**src/rtl/seven_seg_scan.sv**
```systemverilog
`default_nettype none
// ============================================================================
// Module      : seven_seg_scan
// Description : Multiplexed seven-segment display scanner. Cycles a one-hot
//               digit select through NDIG digits, each held for PRESC clocks,
//               and drives the glyph, decimal point and frame marker for the
//               digit currently selected. Display contents are taken from
//               shadow registers that are written on a LOAD strobe.
// Revision    : 1.0 - initial release
// ============================================================================
module seven_seg_scan #(
  parameter int NDIG       = 4,
  parameter int PRESC      = 1000,
  parameter bit ACTIVE_LOW = 1'b0
) (
  input  logic              clk_i,
  input  logic              rst_i,
  input  logic              en_i,
  input  logic              load_i,
  input  logic [4*NDIG-1:0] data_i,
  input  logic [NDIG-1:0]   dp_i,
  input  logic [NDIG-1:0]   blank_i,
  input  logic              hex_i,
  input  logic              lzs_i,
  output logic [6:0]        segs_o,
  output logic              dpo_o,
  output logic [NDIG-1:0]   digs_o,
  output logic              frame_o
);

  localparam int              PW         = (PRESC > 1) ? $clog2(PRESC) : 1;
  localparam int              IW         = (NDIG > 1) ? $clog2(NDIG) : 1;
  localparam logic [PW-1:0]   PRESC_LAST = PW'(PRESC - 1);
  localparam logic [IW-1:0]   IDX_LAST   = IW'(NDIG - 1);
  // Idle level of the display pins; high when the board drives them inverted.
  localparam logic [6:0]      SEGS_OFF   = {7{ACTIVE_LOW}};
  localparam logic [NDIG-1:0] DIGS_OFF   = {NDIG{ACTIVE_LOW}};

  // Scan state
  logic [PW-1:0]     presc_q, presc_d;
  logic [IW-1:0]     idx_q, idx_d;
  logic              wrap_q, wrap_d;
  logic              tick;

  // Shadow copies of the display contents
  logic [4*NDIG-1:0] data_q;
  logic [NDIG-1:0]   dp_q;
  logic [NDIG-1:0]   blank_q;

  // Output registers (already at pin polarity)
  logic [6:0]        segs_q, segs_d;
  logic              dpo_q, dpo_d;
  logic [NDIG-1:0]   digs_q, digs_d;
  logic              frame_q;

  // Selected-digit view of the shadow state
  logic [3:0]        sel_nib;
  logic              sel_dp;
  logic              sel_blank;
  logic              sel_zero_above;
  logic              zero_acc;
  logic              suppress;
  logic [NDIG-1:0]   onehot;

  // Active-high glyph for one nibble; decimal mode turns A-F into a dash.
  function automatic logic [6:0] glyph(input logic [3:0] nib, input logic hex);
    logic [6:0] g;
    case (nib)
      4'h0: g = 7'h7E;
      4'h1: g = 7'h30;
      4'h2: g = 7'h6D;
      4'h3: g = 7'h79;
      4'h4: g = 7'h33;
      4'h5: g = 7'h5B;
      4'h6: g = 7'h5F;
      4'h7: g = 7'h70;
      4'h8: g = 7'h7F;
      4'h9: g = 7'h7B;
      4'hA: g = 7'h77;
      4'hB: g = 7'h1F;
      4'hC: g = 7'h4E;
      4'hD: g = 7'h3D;
      4'hE: g = 7'h4F;
      default: g = 7'h47;
    endcase
    if (!hex && (nib > 4'd9)) begin
      g = 7'h01;
    end
    return g;
  endfunction

  // Prescaler and digit index advance; wrap_d marks the index returning to 0.
  always_comb begin
    tick    = (presc_q == PRESC_LAST);
    presc_d = tick ? '0 : presc_q + 1'b1;
    idx_d   = idx_q;
    if (tick) begin
      idx_d = (idx_q == IDX_LAST) ? '0 : idx_q + 1'b1;
    end
    wrap_d  = tick && (idx_q == IDX_LAST);
  end

  // Pick out the current digit's nibble, flags, and whether it and every
  // more-significant nibble are zero (used for leading-zero suppression).
  always_comb begin
    sel_nib        = '0;
    sel_dp         = 1'b0;
    sel_blank      = 1'b0;
    sel_zero_above = 1'b0;
    zero_acc       = 1'b1;
    onehot         = '0;
    for (int i = NDIG - 1; i >= 0; i--) begin
      zero_acc = zero_acc && (data_q[4*i +: 4] == 4'h0);
      if (idx_q == IW'(i)) begin
        sel_nib        = data_q[4*i +: 4];
        sel_dp         = dp_q[i];
        sel_blank      = blank_q[i];
        sel_zero_above = zero_acc;
        onehot[i]      = 1'b1;
      end
    end
  end

  // Compose the next pin values: blank beats suppression beats the glyph,
  // and a disabled display idles every pin while the scan carries on.
  always_comb begin
    suppress = lzs_i && (idx_q != '0) && sel_zero_above;
    segs_d   = '0;
    dpo_d    = 1'b0;
    digs_d   = '0;
    if (en_i) begin
      digs_d = onehot;
      if (!sel_blank) begin
        dpo_d  = sel_dp;
        segs_d = suppress ? 7'h00 : glyph(sel_nib, hex_i);
      end
    end
  end

  // Scan counters and shadow register capture.
  always_ff @(posedge clk_i) begin
    if (rst_i) begin
      presc_q <= '0;
      idx_q   <= '0;
      wrap_q  <= 1'b0;
      data_q  <= '0;
      dp_q    <= '0;
      blank_q <= '0;
    end else begin
      presc_q <= presc_d;
      idx_q   <= idx_d;
      wrap_q  <= wrap_d;
      if (load_i) begin
        data_q  <= data_i;
        dp_q    <= dp_i;
        blank_q <= blank_i;
      end
    end
  end

  // Output registers; polarity applied here so the pins come straight off flops.
  always_ff @(posedge clk_i) begin
    if (rst_i) begin
      segs_q  <= SEGS_OFF;
      dpo_q   <= ACTIVE_LOW;
      digs_q  <= DIGS_OFF;
      frame_q <= 1'b0;
    end else begin
      segs_q  <= segs_d ^ SEGS_OFF;
      dpo_q   <= dpo_d ^ ACTIVE_LOW;
      digs_q  <= digs_d ^ DIGS_OFF;
      frame_q <= wrap_q;
    end
  end

  assign segs_o  = segs_q;
  assign dpo_o   = dpo_q;
  assign digs_o  = digs_q;
  assign frame_o = frame_q;

endmodule
`default_nettype wire

```
**config.mk**
```make
export PLATFORM = sky130hd
export DESIGN_NAME = seven_seg_scan
export DESIGN_NICKNAME = d
export VERILOG_FILES = /design/src/rtl/seven_seg_scan.sv
export SDC_FILE = /design/constraint.sdc
export NUM_CORES = 1
export LEC_CHECK = 0
export ABC_CLOCK_PERIOD_IN_PS = 3800
export CORE_UTILIZATION = 52
export CTS_BUF_LIST = sky130_fd_sc_hd__clkbuf_8 sky130_fd_sc_hd__clkbuf_16
export DETAILED_ROUTE_END_ITERATION = 12
export PLACE_DENSITY = 0.76
export SYNTH_ARGS = -nofsm -noshare
export SYNTH_HDL_FRONTEND = slang
export SYNTH_SLANG_ARGS = --single-unit
```
**constraint.sdc**
```tcl
create_clock -name clk_i -period 3.8 [get_ports clk_i]
set_clock_uncertainty 0.1 [all_clocks]
set_input_delay 0.95 -clock clk_i [delete_from_list [all_inputs] [get_ports clk_i]]
set_output_delay 0.95 -clock clk_i [all_outputs]
set_load 0.01 [all_outputs]
```
==> reports/results.txt <==
The tools report the total global-route track usage as 0.207. Detailed-routing iteration count for the pre-antenna-repair pass: 4. Yosys mapped a number of flops with a built-in enable equal to 0. The worst setup path is captured at a register. The tools report the final-layout setup total negative slack as 0 ns. The run gives 0 as the count of endpoints failing hold in the final timing report.

Using the TritonRoute via totals, the vias-per-cell ratio works out to 5.32. Worst path arrival time: 3.23 ns. The post-cts resize count is 0, and the synthesis-to-finish area growth is 22.7%. Synthesis inferred 50 register bits. The first global-routing pass estimated 7130 um of wire. In this run the number of H-tree levels came out at 2. Counting every net in the synthesized netlist gives 288. The number of port buffers was 42; the final-report setup violation count was 0.

The setup path with the least slack is of type register to register. The leakage component of the power is 1.14 nW. The Yosys step of the flow raised 0 warnings. Worst hold path class: register to register. The worst register-to-register path has a setup slack of 0.63 ns.

Slew at the pin with the worst max-slew slack: 0.603 ns. The highest clock frequency the design can meet was 315 MHz. The number of hold buffers added after CTS was 0.

Leaving out filler cells and counting taps, the final layout contains 335. The cell type with the highest aggregate area in the netlist is sky130_fd_sc_hd__dfxtp_1. The cell sitting at the root of the clock tree is a sky130_fd_sc_hd__clkbuf_8. For the largest vdd supply drop, the log shows 292 uV. TritonCTS built the clock tree. The number of CTS-inserted buffers is 5, and the largest buffer count on any clock path is 2. The floorplan step set the die height to 68.6 um. The run gives 0.814 as the final weighted congestion in routability-driven placement.

In this run the mean area of a mapped cell was 9.39 um2. By area the synthesized netlist is led by sky130_fd_sc_hd__dfxtp_1, sky130_fd_sc_hd__mux2i_1, sky130_fd_sc_hd__ha_1. The average wire length per cell after detail routing came out at 13.1 um. The post-synthesis sequential area ratio was 0.433; the number of I/O pins was 43. The die is 68.6 um wide. The via count of the first global-routing pass was 1568; the total of fill cells in the finished design was 348.

Setup repair after global routing left no endpoint under its margin. Once detailed placement completed, the half-perimeter wirelength came to 3150 um. Clock-pin slew was measured on the worst setup and hold paths at 0.08 ns. The detailed router finished its first iteration with 116 violations.

The number of nets with antenna violations after routing is 0. The maximum number of pins on one net before global-route repair was 32. The share of cells above drive strength 1 came out at 0.0526. The routed design could run at a clock period as short as 3.17 ns. The overall power consumption was 1.05 mW. The final worst-path cycle share is 0.835. The die covers 4710 um2. Yosys instantiated no cell more often than sky130_fd_sc_hd__dfxtp_1. Post-CTS timing repair inserted 0 buffers for setup. STA puts the critical path data required time at 3.86 ns.

Wires add up to 4400 um. The tool flagged a number of max-cap violations equal to 0. The run finished with clean final reports. The fraction of post-synthesis cell area in the top cell type by area was 0.433. The worst setup path is launched from a register. After synthesis the cells add up to 2310 um2. The total count of max-transition violations in the final report is 0. The post-synthesis async set-or-reset flop share was 0; the initial antenna violation count was 0. The run gives 0.557 as the starting density of the core. Power spread over the standard cell area amounts to 370 nW/um2. The core region is 4140 um2. Most used flip-flop cell after synthesis: sky130_fd_sc_hd__dfxtp_1. Global routing finished with a remaining overflow of 0. Number of rows created at floorplan: 23. After technology mapping, the gate count stands at 246. The number of antenna diodes in the final layout is 0. In the final design database the tool counted 326 nets. Source-to-sink clock delay at the later pin of the worst-skew pair: 0.30 ns.

The logs give 327 for the number of cells in the design after placement and 0.598 for the worst-case headroom to the max-slew limit. The commonest cells after synthesis are sky130_fd_sc_hd__dfxtp_1, sky130_fd_sc_hd__nor2_1, sky130_fd_sc_hd__mux2i_1. The clock net in this run drives a total of 50 sinks.

For the number of vias after detailed routing, the log shows 1783. In the routed design, unresolved DRC markers number 0. The logs give 43 for the number of distinct library cell variants in the gate-level netlist after synthesis and 0.684 for the final cell utilization of the core.

Of all nets on the critical path, the largest fanout is 14.
## routing by layer
metal	wire length, um	up-vias	track usage
met4	63	0	0.102
met2	1960	48	0.299
li1	-	926	-
met3	231	5	0.0461
met1	2150	804	0.287
met5	0	-	0
## final cells by class
type	count	area [um2]	area share
clock buffer	5	68.8	0.0243
clock inverter	3	37.5	0.0132
inverter	8	30.0	0.0106
multi-input combinational	175	1200	0.423
sequential	50	1000	0.353
tap	50	62.6	0.0221
timing repair buffer	44	435	0.154
## critical path, cell delays in order, from the launching register on
cell	delay (ns)
sky130_fd_sc_hd__dfxtp_1	0.41
sky130_fd_sc_hd__inv_1	0.09
sky130_fd_sc_hd__ha_1	0.35
sky130_fd_sc_hd__nand3b_1	0.23
sky130_fd_sc_hd__a31oi_1	0.51
sky130_fd_sc_hd__inv_1	0.21
sky130_fd_sc_hd__ha_1	0.27
sky130_fd_sc_hd__or2_2	0.29
sky130_fd_sc_hd__a211o_1	0.31
sky130_fd_sc_hd__o211ai_2	0.15
sky130_fd_sc_hd__a221oi_1	0.10
## placed cells by master, fill, tap and decap left out, types with 2 or more instances in the layout
master                            count
sky130_fd_sc_hd__nand4_1              2
sky130_fd_sc_hd__inv_1               10
sky130_fd_sc_hd__clkbuf_8             5
sky130_fd_sc_hd__a311oi_1             2
sky130_fd_sc_hd__o21ai_0              5
sky130_fd_sc_hd__nor2b_1              4
sky130_fd_sc_hd__nand2b_1             2
sky130_fd_sc_hd__and2_1               5
sky130_fd_sc_hd__xor2_1               5
sky130_fd_sc_hd__dfxtp_1             50
sky130_fd_sc_hd__ha_1                12
sky130_fd_sc_hd__or2_2                2
sky130_fd_sc_hd__buf_4                2
sky130_fd_sc_hd__nor2_1              40
sky130_fd_sc_hd__a221oi_1             2
sky130_fd_sc_hd__mux2i_1             28
sky130_fd_sc_hd__clkdlybuf4s50_1     42
sky130_fd_sc_hd__nor4_1               3
sky130_fd_sc_hd__a311o_1              2
sky130_fd_sc_hd__nor3b_1              2
sky130_fd_sc_hd__o211ai_1             3
sky130_fd_sc_hd__a21oi_1             11
sky130_fd_sc_hd__nand3_1              4
sky130_fd_sc_hd__or3_1                3
sky130_fd_sc_hd__nor3_1               3
sky130_fd_sc_hd__nand2_1             14
sky130_fd_sc_hd__a211o_1              2
sky130_fd_sc_hd__nand3b_1             5
## through the flow
stage                     setup WS (ns)  hold slack [ns]  area [um2]
final                             0.628            0.357        2830
after CTS                         0.650            0.362        2830
after global routing              0.428            0.388        2830
after global placement            0.822            0.341        2730
after floorplan                   0.983            0.314        2310
after detailed placement          0.677            0.337        2730
## state kept, by name (all words and copies together), names as in the netlist
| register | flops |
|---|---|
| presc_q | 10 |
| wrap_q | 1 |
| idx_q | 2 |
| data_q | 16 |
| blank_q | 4 |
| frame_o | 1 |
| digs_o | 4 |
| segs_o | 7 |
| dp_q | 4 |
| dpo_o | 1 |
## kinds of logic after synthesis
family	synth area share
multiplexers	0.126
AO/OA/AOI/OAI	0.105
AND/OR/NAND/NOR	0.200
buffers and inverters	0.0477
adder cells (fa/ha/maj)	0.0650
XOR/XNOR	0.0228
flip-flops	0.433
## path summary, 6_finish.rpt
check | startpoint | to | cells past startpoint
worst max-delay path | idx_q[0] | segs_o[5] | 10
worst min-delay path | wrap_q | frame_o | 1
worst min register to register | wrap_q | frame_o | 1
worst max register to register | idx_q[0] | segs_o[5] | 10
## report_power, final
part	switching [mW]	total (mW)	leakage [nW]	internal (mW)
registers	0.0151	0.563	0.410	0.548
logic	0.0566	0.129	0.668	0.0723
clock network	0.165	0.356	0.0607	0.192
Power figures use the tool's default switching activity.
